## src/rtl/sram_match_pkg.sv

```systemverilog
// Shared types and helpers for the SRAM slice matcher and related arbiters.
package sram_match_pkg;

    // Runtime selection policy; encoding 3 is folded onto MODE_MAX_AMOUNT at decode.
    typedef enum logic [1:0] {
        MODE_MAX_AMOUNT = 2'd0,
        MODE_MAX_SPACE  = 2'd1,
        MODE_FIRST_FIT  = 2'd2
    } match_mode_t;

    typedef enum logic [1:0] {
        IDLE = 2'd0,
        SCAN = 2'd1,
        DONE = 2'd2
    } match_state_t;

    // Packet length is in bytes; space is counted in 8-byte units plus one.
    localparam int unsigned REQ_SHIFT = 3;

    function automatic logic [31:0] calc_req(input logic [31:0] len);
        return (len >> REQ_SHIFT) + 32'd1;
    endfunction

    function automatic match_mode_t decode_mode(input logic [1:0] m);
        case (m)
            2'd1:    return MODE_MAX_SPACE;
            2'd2:    return MODE_FIRST_FIT;
            default: return MODE_MAX_AMOUNT;
        endcase
    endfunction

endpackage

```

## src/rtl/sram_match_engine_if.sv

```systemverilog
// Request/result and slice-status bundle between a write front-end, the
// shared SRAM status mux and the matcher. slave = matcher side.
interface sram_match_engine_if #(
    parameter int NUM_SRAM = 32,
    parameter int IDX_W    = $clog2(NUM_SRAM),
    parameter int LEN_W    = 9,
    parameter int SPACE_W  = 11,
    parameter int AMOUNT_W = 9,
    parameter int TICK_W   = 8
);
    logic [TICK_W-1:0]   match_threshold;
    logic [TICK_W-1:0]   match_timeout;
    logic [1:0]          match_mode;
    logic [LEN_W-1:0]    new_length;
    logic                match_enable;
    logic                match_suc;
    logic                match_fail;
    logic [IDX_W:0]      match_best_sram;
    logic [IDX_W-1:0]    scan_sram;
    logic                accessible;
    logic [SPACE_W-1:0]  free_space;
    logic [AMOUNT_W-1:0] packet_amount;

    modport master (
        output match_threshold, match_timeout, match_mode, new_length, match_enable,
        output accessible, free_space, packet_amount,
        input  match_suc, match_fail, match_best_sram, scan_sram
    );

    modport slave (
        input  match_threshold, match_timeout, match_mode, new_length, match_enable,
        input  accessible, free_space, packet_amount,
        output match_suc, match_fail, match_best_sram, scan_sram
    );
endinterface

```

## src/rtl/sram_match_cmp.sv

```systemverilog
// Combinational fit/better evaluation of one candidate slice against the
// current best under the selected policy.
module sram_match_cmp
    import sram_match_pkg::*;
#(
    parameter int SPACE_W  = 11,
    parameter int AMOUNT_W = 9
) (
    input  match_mode_t         i_mode,
    input  logic                i_find,
    input  logic [SPACE_W-1:0]  i_req,
    input  logic                i_accessible,
    input  logic [SPACE_W-1:0]  i_free_space,
    input  logic [AMOUNT_W-1:0] i_packet_amount,
    input  logic [SPACE_W-1:0]  i_best_space,
    input  logic [AMOUNT_W-1:0] i_best_amount,
    output logic                o_better
);
    logic w_fit;

    // A candidate must fit before the policy is even consulted.
    always_comb begin
        w_fit    = i_accessible && (i_free_space >= i_req);
        o_better = 1'b0;
        case (i_mode)
            MODE_MAX_SPACE: o_better = w_fit && (i_free_space > i_best_space);
            MODE_FIRST_FIT: o_better = w_fit && !i_find;
            default:        o_better = w_fit && (i_packet_amount >= i_best_amount);
        endcase
    end

endmodule

```

## src/rtl/sram_match_engine.sv

```systemverilog
// Write-side SRAM matcher: scans all slices from a round-robin start,
// keeps the best fitting slice and reports success or failure with a
// one-cycle pulse.
module sram_match_engine
    import sram_match_pkg::*;
#(
    parameter int NUM_SRAM = 32,
    parameter int IDX_W    = $clog2(NUM_SRAM),
    parameter int LEN_W    = 9,
    parameter int SPACE_W  = 11,
    parameter int AMOUNT_W = 9,
    parameter int TICK_W   = 8
) (
    input logic               clk,
    input logic               rst_n,
    sram_match_engine_if.slave bus
);
    localparam logic [IDX_W-1:0] LAST_IDX = IDX_W'(NUM_SRAM - 1);
    localparam logic [IDX_W:0]   NONE     = (IDX_W + 1)'(NUM_SRAM);

    match_state_t        r_state;
    match_mode_t         r_mode;
    logic                r_suc;
    logic                r_fail;
    logic                r_find;
    logic [IDX_W:0]      r_best;
    logic [IDX_W-1:0]    r_scan;
    logic [IDX_W-1:0]    r_rr;
    logic [TICK_W-1:0]   r_tick;
    logic [SPACE_W-1:0]  r_req;
    logic [SPACE_W-1:0]  r_best_space;
    logic [AMOUNT_W-1:0] r_best_amount;

    logic [SPACE_W-1:0]  w_req;
    logic                w_better;
    logic                w_suc_now;
    logic                w_fail_now;
    logic [IDX_W-1:0]    w_scan_next;
    logic [TICK_W-1:0]   w_tick_next;
    logic [IDX_W-1:0]    w_rr_next;

    assign w_req = SPACE_W'(calc_req(32'(bus.new_length)));

    sram_match_cmp #(
        .SPACE_W (SPACE_W),
        .AMOUNT_W(AMOUNT_W)
    ) u_cmp (
        .i_mode         (r_mode),
        .i_find         (r_find),
        .i_req          (r_req),
        .i_accessible   (bus.accessible),
        .i_free_space   (bus.free_space),
        .i_packet_amount(bus.packet_amount),
        .i_best_space   (r_best_space),
        .i_best_amount  (r_best_amount),
        .o_better       (w_better)
    );

    // Exit decisions use the registered find; scan/tick/rr successors wrap or saturate.
    always_comb begin
        w_suc_now   = r_find && ((r_tick >= bus.match_threshold) ||
                                 (r_tick >= bus.match_timeout) ||
                                 (r_mode == MODE_FIRST_FIT));
        w_fail_now  = !r_find && (r_tick >= bus.match_timeout);
        w_scan_next = (r_scan == LAST_IDX) ? '0 : r_scan + 1'b1;
        w_tick_next = (r_tick == '1) ? r_tick : r_tick + 1'b1;
        w_rr_next   = (r_best[IDX_W-1:0] == LAST_IDX) ? '0 : r_best[IDX_W-1:0] + 1'b1;
    end

    // Search FSM with registered pulses, best tracking and round-robin start.
    always_ff @(posedge clk) begin
        if (!rst_n) begin
            r_state       <= IDLE;
            r_mode        <= MODE_MAX_AMOUNT;
            r_suc         <= 1'b0;
            r_fail        <= 1'b0;
            r_find        <= 1'b0;
            r_best        <= NONE;
            r_scan        <= '0;
            r_rr          <= '0;
            r_tick        <= '0;
            r_req         <= '0;
            r_best_space  <= '0;
            r_best_amount <= '0;
        end else begin
            case (r_state)
                IDLE: begin
                    r_suc  <= 1'b0;
                    r_fail <= 1'b0;
                    if (bus.match_enable) begin
                        r_state       <= SCAN;
                        r_scan        <= r_rr;
                        r_tick        <= '0;
                        r_find        <= 1'b0;
                        r_best        <= NONE;
                        r_best_space  <= '0;
                        r_best_amount <= '0;
                        r_req         <= w_req;
                        r_mode        <= decode_mode(bus.match_mode);
                    end
                end
                SCAN: begin
                    if (!bus.match_enable) begin
                        r_state <= IDLE;
                        r_best  <= NONE;
                    end else begin
                        // The deciding cycle still scores its slice, except on a fail edge.
                        if (w_better && !w_fail_now) begin
                            r_best        <= {1'b0, r_scan};
                            r_best_space  <= bus.free_space;
                            r_best_amount <= bus.packet_amount;
                            r_find        <= 1'b1;
                        end
                        r_scan <= w_scan_next;
                        r_tick <= w_tick_next;
                        if (w_suc_now) begin
                            r_state <= DONE;
                            r_suc   <= 1'b1;
                        end else if (w_fail_now) begin
                            r_state <= DONE;
                            r_fail  <= 1'b1;
                        end
                    end
                end
                DONE: begin
                    r_suc   <= 1'b0;
                    r_fail  <= 1'b0;
                    r_state <= IDLE;
                    if (r_suc) begin
                        r_rr <= w_rr_next;
                    end
                end
                default: r_state <= IDLE;
            endcase
        end
    end

    assign bus.match_suc       = r_suc;
    assign bus.match_fail      = r_fail;
    assign bus.match_best_sram = r_best;
    assign bus.scan_sram       = r_scan;

endmodule
```

## src/flat_wrapper.sv

```systemverilog
// flat-port wrapper written by rule: the top's interface ports become plain ports
module sram_match_engine_flat import sram_match_pkg::*;
#(
    parameter int NUM_SRAM = 32,
    parameter int IDX_W    = $clog2(NUM_SRAM),
    parameter int LEN_W    = 9,
    parameter int SPACE_W  = 11,
    parameter int AMOUNT_W = 9,
    parameter int TICK_W   = 8
)
  (clk, rst_n, bus_match_threshold, bus_match_timeout, bus_match_mode, bus_new_length, bus_match_enable, bus_accessible, bus_free_space, bus_packet_amount, bus_match_suc, bus_match_fail, bus_match_best_sram, bus_scan_sram);
  sram_match_engine_if #(.NUM_SRAM(NUM_SRAM), .IDX_W(IDX_W), .LEN_W(LEN_W), .SPACE_W(SPACE_W), .AMOUNT_W(AMOUNT_W), .TICK_W(TICK_W)) bus_i ();
  input logic clk;
  input logic rst_n;
  input wire logic [$bits(bus_i.match_threshold)-1:0] bus_match_threshold;
  input wire logic [$bits(bus_i.match_timeout)-1:0] bus_match_timeout;
  input wire logic [$bits(bus_i.match_mode)-1:0] bus_match_mode;
  input wire logic [$bits(bus_i.new_length)-1:0] bus_new_length;
  input wire logic [$bits(bus_i.match_enable)-1:0] bus_match_enable;
  input wire logic [$bits(bus_i.accessible)-1:0] bus_accessible;
  input wire logic [$bits(bus_i.free_space)-1:0] bus_free_space;
  input wire logic [$bits(bus_i.packet_amount)-1:0] bus_packet_amount;
  output wire logic [$bits(bus_i.match_suc)-1:0] bus_match_suc;
  output wire logic [$bits(bus_i.match_fail)-1:0] bus_match_fail;
  output wire logic [$bits(bus_i.match_best_sram)-1:0] bus_match_best_sram;
  output wire logic [$bits(bus_i.scan_sram)-1:0] bus_scan_sram;
  assign bus_i.match_threshold = bus_match_threshold;
  assign bus_i.match_timeout = bus_match_timeout;
  assign bus_i.match_mode = bus_match_mode;
  assign bus_i.new_length = bus_new_length;
  assign bus_i.match_enable = bus_match_enable;
  assign bus_i.accessible = bus_accessible;
  assign bus_i.free_space = bus_free_space;
  assign bus_i.packet_amount = bus_packet_amount;
  assign bus_match_suc = bus_i.match_suc;
  assign bus_match_fail = bus_i.match_fail;
  assign bus_match_best_sram = bus_i.match_best_sram;
  assign bus_scan_sram = bus_i.scan_sram;
  sram_match_engine #(.NUM_SRAM(NUM_SRAM), .IDX_W(IDX_W), .LEN_W(LEN_W), .SPACE_W(SPACE_W), .AMOUNT_W(AMOUNT_W), .TICK_W(TICK_W)) u_core (.clk(clk), .rst_n(rst_n), .bus(bus_i));
endmodule
```

## config.mk

```make
export PLATFORM = sky130hd
export DESIGN_NAME = sram_match_engine_flat
export DESIGN_NICKNAME = d
export VERILOG_FILES = /design/src/rtl/sram_match_pkg.sv /design/src/rtl/sram_match_engine_if.sv /design/src/rtl/sram_match_cmp.sv /design/src/rtl/sram_match_engine.sv /design/src/flat_wrapper.sv
export SDC_FILE = /design/constraint.sdc
export NUM_CORES = 1
export LEC_CHECK = 0
export CAP_MARGIN = 20
export CORE_ASPECT_RATIO = 2
export CORE_MARGIN = 2
export CORE_UTILIZATION = 59
export CTS_BUF_LIST = sky130_fd_sc_hd__clkbuf_4
export DETAILED_ROUTE_END_ITERATION = 6
export PLACE_DENSITY = 0.95
export SKIP_CTS_REPAIR_TIMING = 1
export SLEW_MARGIN = 15
export SYNTH_ARGS = -nofsm -noshare
export SYNTH_HDL_FRONTEND = slang
export SYNTH_HIERARCHICAL = 1
export SYNTH_SLANG_ARGS = --single-unit
```

## constraint.sdc

```tcl
create_clock -name clk -period 6.26 [get_ports clk]
set_input_delay 1.252 -clock clk [delete_from_list [all_inputs] [get_ports clk]]
set_output_delay 1.252 -clock clk [all_outputs]
set_load 0.005 [all_outputs]
```

Yosys cells after proc, flatten, opt, wreduce, memory -nomap -nowiden
Index checks and enable logic that the tools add are counted.
Widths: inputs -> output; s select.
- register bits: 62
- latch bits: 0
- bits in writable memories: 0
- ROM bits: 0
- input port bits: 51
- output and inout bits: 13
- logic and storage cells: 102
- memories: 0
- $add $sub $neg: 4
- $mul: 0
- divide/modulo/power cells: 0
- magnitude comparators: 5
- equality and inequality tests: 18
- shifts and indexed selects: 0
- mux-type cells: 39
- bitwise operators: 0
- reduce and logical (&&, ||, !) cells: 24
- operators by type and width (operator ; number):
    $mux 11 ; 3
    $mux 9 ; 3
    $mux 8 ; 3
    $pmux 11 s2 ; 1
    $mux 5 ; 4
    $mux 6 ; 3
    $pmux 9 s2 ; 1
    $ge 8x8->1 ; 2
    $pmux 8 s2 ; 1
    $pmux 6 s2 ; 1
    $reduce_and 4->1 ; 3
    $ge 11x11->1 ; 1
    $gt 11x11->1 ; 1
    $add 5x1->5 const B ; 2
    $eq 5x5->1 const B ; 2
    $pmux 5 s2 ; 1
    $ge 9x9->1 ; 1
    $reduce_and 3->1 ; 3
    $add 8x1->8 const B ; 1
    $eq 8x8->1 const B ; 1
    $mux 1 ; 8
    $mux 2 ; 4
    $ne 2x2->1 const B ; 4
    $pmux 1 s2 ; 4
    other kinds (14) ; 32

Logic depth before layout (Yosys ltp)
- word-level depth: 8
- depth in mapped cells: 11
- depth with buffers taken out: 10

By module
The synthesis kept the hierarchy.
- by module, submodules not included (module ; times used ; cells an instance ; area an instance (µm²) ; sequential area each (µm²)):
    sram_match_engine ; 1 ; 298 ; 2770.2 ; 1161.1
    sram_match_cmp ; 1 ; 114 ; 850.8 ; 0.0

Worst setup path after synthesis
Ideal clock, no wire load.
- kind: input-to-reg
- start: input bus_free_space[2]
- end: register u_core.r_best_amount[1]
- setup time: 117 ps
- arrival: 3056 ps
- data required time: 6143 ps
- slack: 3087 ps
- cell stages on the path: 10
- buffers on the path: 1
- cells stage by stage: ha_1 > a21oi_2 > a211oi_2 > a2111oi_2 > o221ai_1 > o311a_1 > and3_4 > and2_4 > buf_6 > a22o_2
- longest elaborated chain between the ends: 7
- elaborated cells on any way between the ends: 10
- those cells by class: order compare: 2; eq/ne: 1; mux: 1; reduce/logical: 6
- ends and longest elaborated chain (item ; RTL line ; RTL):
    start: declaration ; flat_wrapper.sv:21 ; input wire logic [$bits(bus_i.free_space)-1:0] bus_free_space;
    $ge 11x11->1 ; sram_match_cmp.sv:23 ; w_fit = i_accessible && (i_free_space >= i_req);
    $logic_and 1x1->1 ; sram_match_cmp.sv:23 ;
    $logic_and 1x1->1 (on tied branches) ; sram_match_cmp.sv:28, sram_match_cmp.sv:26, sram_match_cmp.sv:27 ;
    $pmux 1 s2 * ; sram_match_cmp.sv:25 ; case (i_mode)
    net u_core.w_better ; sram_match_engine.sv:35 ; logic w_better;
    $logic_and 1x1->1 * ; sram_match_engine.sv:108 ; if (w_better && !w_fail_now) begin
    $ne 2x1->1 (no source line) * ; - ;
    $reduce_and 4->1 (no source line) * ; - ;
    end signal: assignment ; sram_match_engine.sv:111 ; r_best_amount <= bus.packet_amount;
    end: declaration ; sram_match_engine.sv:32 ; logic [AMOUNT_W-1:0] r_best_amount;
The timed path passes the listed nets; every way through them passes the cells marked *.
A chain may end at the register's enable or synchronous reset.

Worst setup path in the final report
- start: input bus_free_space[6]
- end: register u_core.r_best_amount[4]
The elaborated chain is that of the path after synthesis.

==> reports/metrics.sh <==
CLOCK_TREE.BUFFER_DEPTH=2
SETUP.REG_TO_REG.WORST_SLACK_NS=3.44
PATH_CLASS_OF_THE_LOWEST_SLACK_MIN_DELAY_PATH='flip-flop to flip-flop'
POST-ROUTE-MIN-PERIOD_NS=3.81
CRIT_PATH_MAX_FANOUT=20
DIE_H_UM=115
WORSTPATHCELLLIST='clkdlybuf4s50_1, ha_1, a21oi_2, o21ai_1, a2111oi_2, o221ai_1, o311a_1, a31o_2, a21oi_4, a22o_2'
SYNTH.LIB_CELLS_USED.DISTINCT=55
DETAIL-ROUTE-ANTENNA-NETS=0
CLK-INSERTION-DELAY-LATE_NS=0.40
SETUP_VIOL=0
P_LEAK_nW=1.81
LAYOUT-DRIVE-GT1-SHARE_PCT=8.73
DIEAREA_MM2=0.00682
FIN_TOTAL_PWR_W=0.000838
CRITICAL-PATH-SLOWEST-CELL='sky130_fd_sc_hd__a21oi_4'
MAX_CLOCK_SKEW_NS=0.0137
WORSTSETUPSTARTPOINTTYPE='input port'
POST-ROUTE-PERIOD-UTIL_PCT=60.8
FIN_SETUP_TNS_NS=0
ROUTED_VIA_DENSITY=5.99
NUM_ANTENNA_CELLS=0
ROOT_BUFFER='sky130_fd_sc_hd__clkbuf_4'
DRTITER0DRC=152
PIN_COUNT_OF_THE_BIGGEST_NET_ENTERING_GLOBAL_ROUTING=22
INTERNAL-POWER_W=0.000615
COMBINATIONALPOWERSHARE_PCT=17.4
TOTAL_POWER_DENSITY_PER_CELL_AREA_mW_PER_MM2=190
LAYOUT.NETS=582
FINAL_HOLD_VIOL_COUNT=0
WORSTSETUPPATHDEPTH=10
GRT_PASS1_VIAS=3255
FINALCOREUTILIZATION_PCT=73.9
POSTROUTEWIRELENGTH_UM=8960
MAX_FREQ_MHz=263
TRITONCTS.NUM_BUFFERS=9
GRTUSAGETOTAL_PCT=28.3
PATH_CLK_SLEW_NS=0.10
TRITONCTS_CLOCK_TREE='built'
FINALINSTANCEAREA_MM2=0.00440
SETUP_REPAIR_AFTER_GLOBAL_ROUTING_MISSED_ITS_MARGIN='no'
IO-PIN-COUNT=64
NUMBER_OF_FILL_CELLS=427
DR.PASS1.ITERS=4
SWITCHING_POWER_W=0.000224
INITIAL_UTIL_PCT=60.8
MAX-VDD-IR-DROP_uV=125
MAX_CAP_VIOLATIONS=0
LAYOUTNONFILLERINSTCOUNT=544
SYNTH_SEQUENTIAL_AREA_RATIO_PCT=32.1
WORST_PATH_DOMINANT_CELL_FAMILY='compound AO/OA/AOI/OAI gates'
NET_SW_SHARE_PCT=26.7
CRIT_PATH_END_KIND='flip-flop'
GP_CONGESTION=0.872
CLKSINKCOUNT=58
SYN-MEAN-INSTANCE-AREA_UM2=8.79
CRITICAL_PATH_BUF_INV_COUNT=1
TOP_SIGNAL_LAYER_USED='met4'
SYN_TO_FINAL_GROWTH_PCT=21.6
GRT_OVERFLOW_TOTAL=0
DETAILROUTE.WIRELENGTH.MET2_UM=5010
DATA_ARRIVAL_CRITICAL_PATH_NS=4.15
H_TREE_LEVEL_COUNT=3
SEQ_POWER_SHARE_PCT=46.2
WORST_R2R_PATH_DEPTH=10
DRC_ERRORS=0
NETLIST.TOP_CELL.BY_AREA='sky130_fd_sc_hd__dfxtp_1'
CRITPATHMAXSTAGEDELAY_NS=0.53
SYNTH-MAIN-FF-CELL='sky130_fd_sc_hd__dfxtp_1'
SLEW-LIMIT-HEADROOM_PCT=40.1
DETAILROUTE.VIA_COUNT=3260
REQUIRED_NS=6.61
PLACED_AREA_MM2=0.00425
CORE_AREA_MM2=0.00596
RUN_STATUS='complete, no violations'
POWER_FRAC_CLOCK_PCT=36.3
WL_MET3_UM=357
TIMING_WORST_SLEW_PIN_VALUE_NS=0.895
CELL_COUNT_AFTER_SYNTHESIS=412
PLACE_INST=528
ROW_COUNT=40
SLEW_VIOLATIONS=0
PLACEMENT.IO_BUFFERS=60
ANTENNA_FOUND_INITIAL=0
SYNTH_TOP_CELL_AREA_SHARE_PCT=32.1
YS.WARNINGS.COUNT=6
SYNTH.AREA.TOP_CELLS='sky130_fd_sc_hd__dfxtp_1 32%, sky130_fd_sc_hd__ha_1 19%, sky130_fd_sc_hd__inv_1 5.8%'
SYNTH_AREA_MM2=0.00362
M1WIRELENGTH_UM=3270
HOLD_DEPTH=2
GLOBAL_ROUTE_WIRE_LENGTH_BEFORE_REPAIR_UM=14700
DP_HPWL_UM=6750
FLOORPLAN.DIE.WIDTH_UM=59.4
ASYNC_RESET_FF_SHARE_PCT=0
DETAIL_ROUTE.WL_PER_CELL_UM=16.5
NUMBER_OF_SYNTHESIZED_FLOPS_WITH_AN_ENABLE_PIN=0
TIMING.SETUP.CRITICAL_PATH_CLASS='input port to flip-flop'
SYNTH_SEQ_CELLS=58
worst reg2reg max path, cell delays in order (launching register included):
cell	delay, ns
sky130_fd_sc_hd__dfxtp_1	0.37
sky130_fd_sc_hd__inv_1	0.06
sky130_fd_sc_hd__ha_1	0.30
sky130_fd_sc_hd__a21oi_2	0.16
sky130_fd_sc_hd__o21ai_1	0.13
sky130_fd_sc_hd__a2111oi_2	0.38
sky130_fd_sc_hd__o221ai_1	0.18
sky130_fd_sc_hd__o311a_1	0.18
sky130_fd_sc_hd__a31o_2	0.23
sky130_fd_sc_hd__a21oi_4	0.53
sky130_fd_sc_hd__a22o_2	0.25
area by class of cell:
cell class	instances	area (um^2)	share of cell area, %
clock buffer	10	75.1	1.71
clock inverter	6	81.3	1.85
inverter	56	210	4.78
multi-input combinational	290	2190	49.7
sequential	58	1160	26.4
tap	63	78.8	1.79
timing repair buffer	61	608	13.8
Yosys cell counts, types with 3 or more instances:
cell and count:
sky130_fd_sc_hd__clkbuf_1 4, sky130_fd_sc_hd__a31o_2 3, sky130_fd_sc_hd__o21ai_0 16, sky130_fd_sc_hd__xor2_1 7, sky130_fd_sc_hd__nand4_1 5, sky130_fd_sc_hd__o221ai_1 3, sky130_fd_sc_hd__nand3_1 9, sky130_fd_sc_hd__buf_6 4
sky130_fd_sc_hd__a21oi_1 21, sky130_fd_sc_hd__inv_1 56, sky130_fd_sc_hd__xnor2_1 5, sky130_fd_sc_hd__and3_1 4, sky130_fd_sc_hd__nand2_1 31, sky130_fd_sc_hd__dfxtp_1 58, sky130_fd_sc_hd__nor3_1 7, sky130_fd_sc_hd__a22o_2 9
sky130_fd_sc_hd__o21a_1 3, sky130_fd_sc_hd__nor2_1 29, sky130_fd_sc_hd__a21oi_2 3, sky130_fd_sc_hd__a31oi_1 4, sky130_fd_sc_hd__a22o_1 12, sky130_fd_sc_hd__a211oi_1 5, sky130_fd_sc_hd__ha_1 55, sky130_fd_sc_hd__mux2i_1 6
sky130_fd_sc_hd__nor2b_1 4, sky130_fd_sc_hd__nand2b_1 7, sky130_fd_sc_hd__nand3b_1 4
logic make-up after synthesis:
| group | count (synthesis) | synth area share (%) |
|---|---|---|
| XOR/XNOR | 12 | 2.90 |
| other | 1 | 0.104 |
| AND/OR/NAND/NOR | 111 | 15.2 |
| buffers and inverters | 67 | 7.84 |
| adder cells (fa/ha/maj) | 55 | 19.0 |
| AO/OA/AOI/OAI | 102 | 21.2 |
| multiplexers | 6 | 1.66 |
| flip-flops | 58 | 32.1 |
metrics by stage:
stage / hold WS [ns] / worst slack (ns)
final: 0.485 / 2.45
after global routing: 0.503 / 2.38
after detailed placement: 0.454 / 2.18
after floorplan: 0.436 / 3.09
after global placement: 0.448 / 2.23
after CTS: 0.484 / 2.56
sequential cells by signal, indices dropped and copies added (netlist names):
register and count:
u_core/r_best_space 11, u_core/r_best_amount 9, u_core/r_tick 8, u_core/r_req 7
u_core/bus.match_best_sram 6, u_core/bus.scan_sram 5, u_core/r_rr 5, u_core/r_mode 2
u_core/r_state 2, u_core/bus.match_fail 1, u_core/bus.match_suc 1, u_core/r_find 1
final timing paths:
check	startpoint	endpoint
max	bus_free_space[6]	u_core/r_best_amount[4]
min	u_core/r_req[1]	u_core/r_req[1]
max reg2reg	u_core/r_best_space[4]	u_core/r_best_amount[4]
min reg2reg	u_core/r_req[1]	u_core/r_req[1]
cell usage in the layout, fill, tap and decap left out, types with 3 or more instances in the layout:
cell type	Yosys	layout
sky130_fd_sc_hd__a31o_2	3	3
sky130_fd_sc_hd__xnor2_1	5	5
sky130_fd_sc_hd__clkdlybuf4s50_1	0	60
sky130_fd_sc_hd__nand2_1	31	31
sky130_fd_sc_hd__mux2i_1	6	6
sky130_fd_sc_hd__nand3_1	9	9
sky130_fd_sc_hd__a31oi_1	4	4
sky130_fd_sc_hd__nor2b_1	4	4
sky130_fd_sc_hd__o21a_1	3	3
sky130_fd_sc_hd__inv_1	56	56
sky130_fd_sc_hd__ha_1	55	55
sky130_fd_sc_hd__nand4_1	5	5
sky130_fd_sc_hd__nor3_1	7	7
sky130_fd_sc_hd__a211oi_1	5	5
sky130_fd_sc_hd__a21oi_1	21	21
sky130_fd_sc_hd__xor2_1	7	7
sky130_fd_sc_hd__nand2b_1	7	7
sky130_fd_sc_hd__and3_1	4	4
sky130_fd_sc_hd__a21oi_2	3	3
sky130_fd_sc_hd__o221ai_1	3	3
sky130_fd_sc_hd__a22o_2	9	9
sky130_fd_sc_hd__nor2_1	29	29
sky130_fd_sc_hd__o21ai_0	16	16
sky130_fd_sc_hd__dfxtp_1	58	58
sky130_fd_sc_hd__a22o_1	12	12
sky130_fd_sc_hd__clkbuf_4	0	10
sky130_fd_sc_hd__conb_1	1	4
sky130_fd_sc_hd__nand3b_1	4	4
power by group through the flow:
stage	clock (W)	combinational, W	sequential, W
detailed placement	0	0.000142	0.000396
floorplan	0	0.0000841	0.000392
finish	0.000305	0.000146	0.000388
global route	0.000334	0.000159	0.000389
CTS	0.000312	0.000144	0.000387
global placement	0	0.000135	0.000395
layer usage:
layer / GRT usage [%] / vias to the layer above
li1: - / 1584
met1: 27.6 / 1533
met2: 51.9 / 112
met3: 6.30 / 31
met4: 15.8 / 0
met5: 0 / -
(Power assumes the default switching activity.)
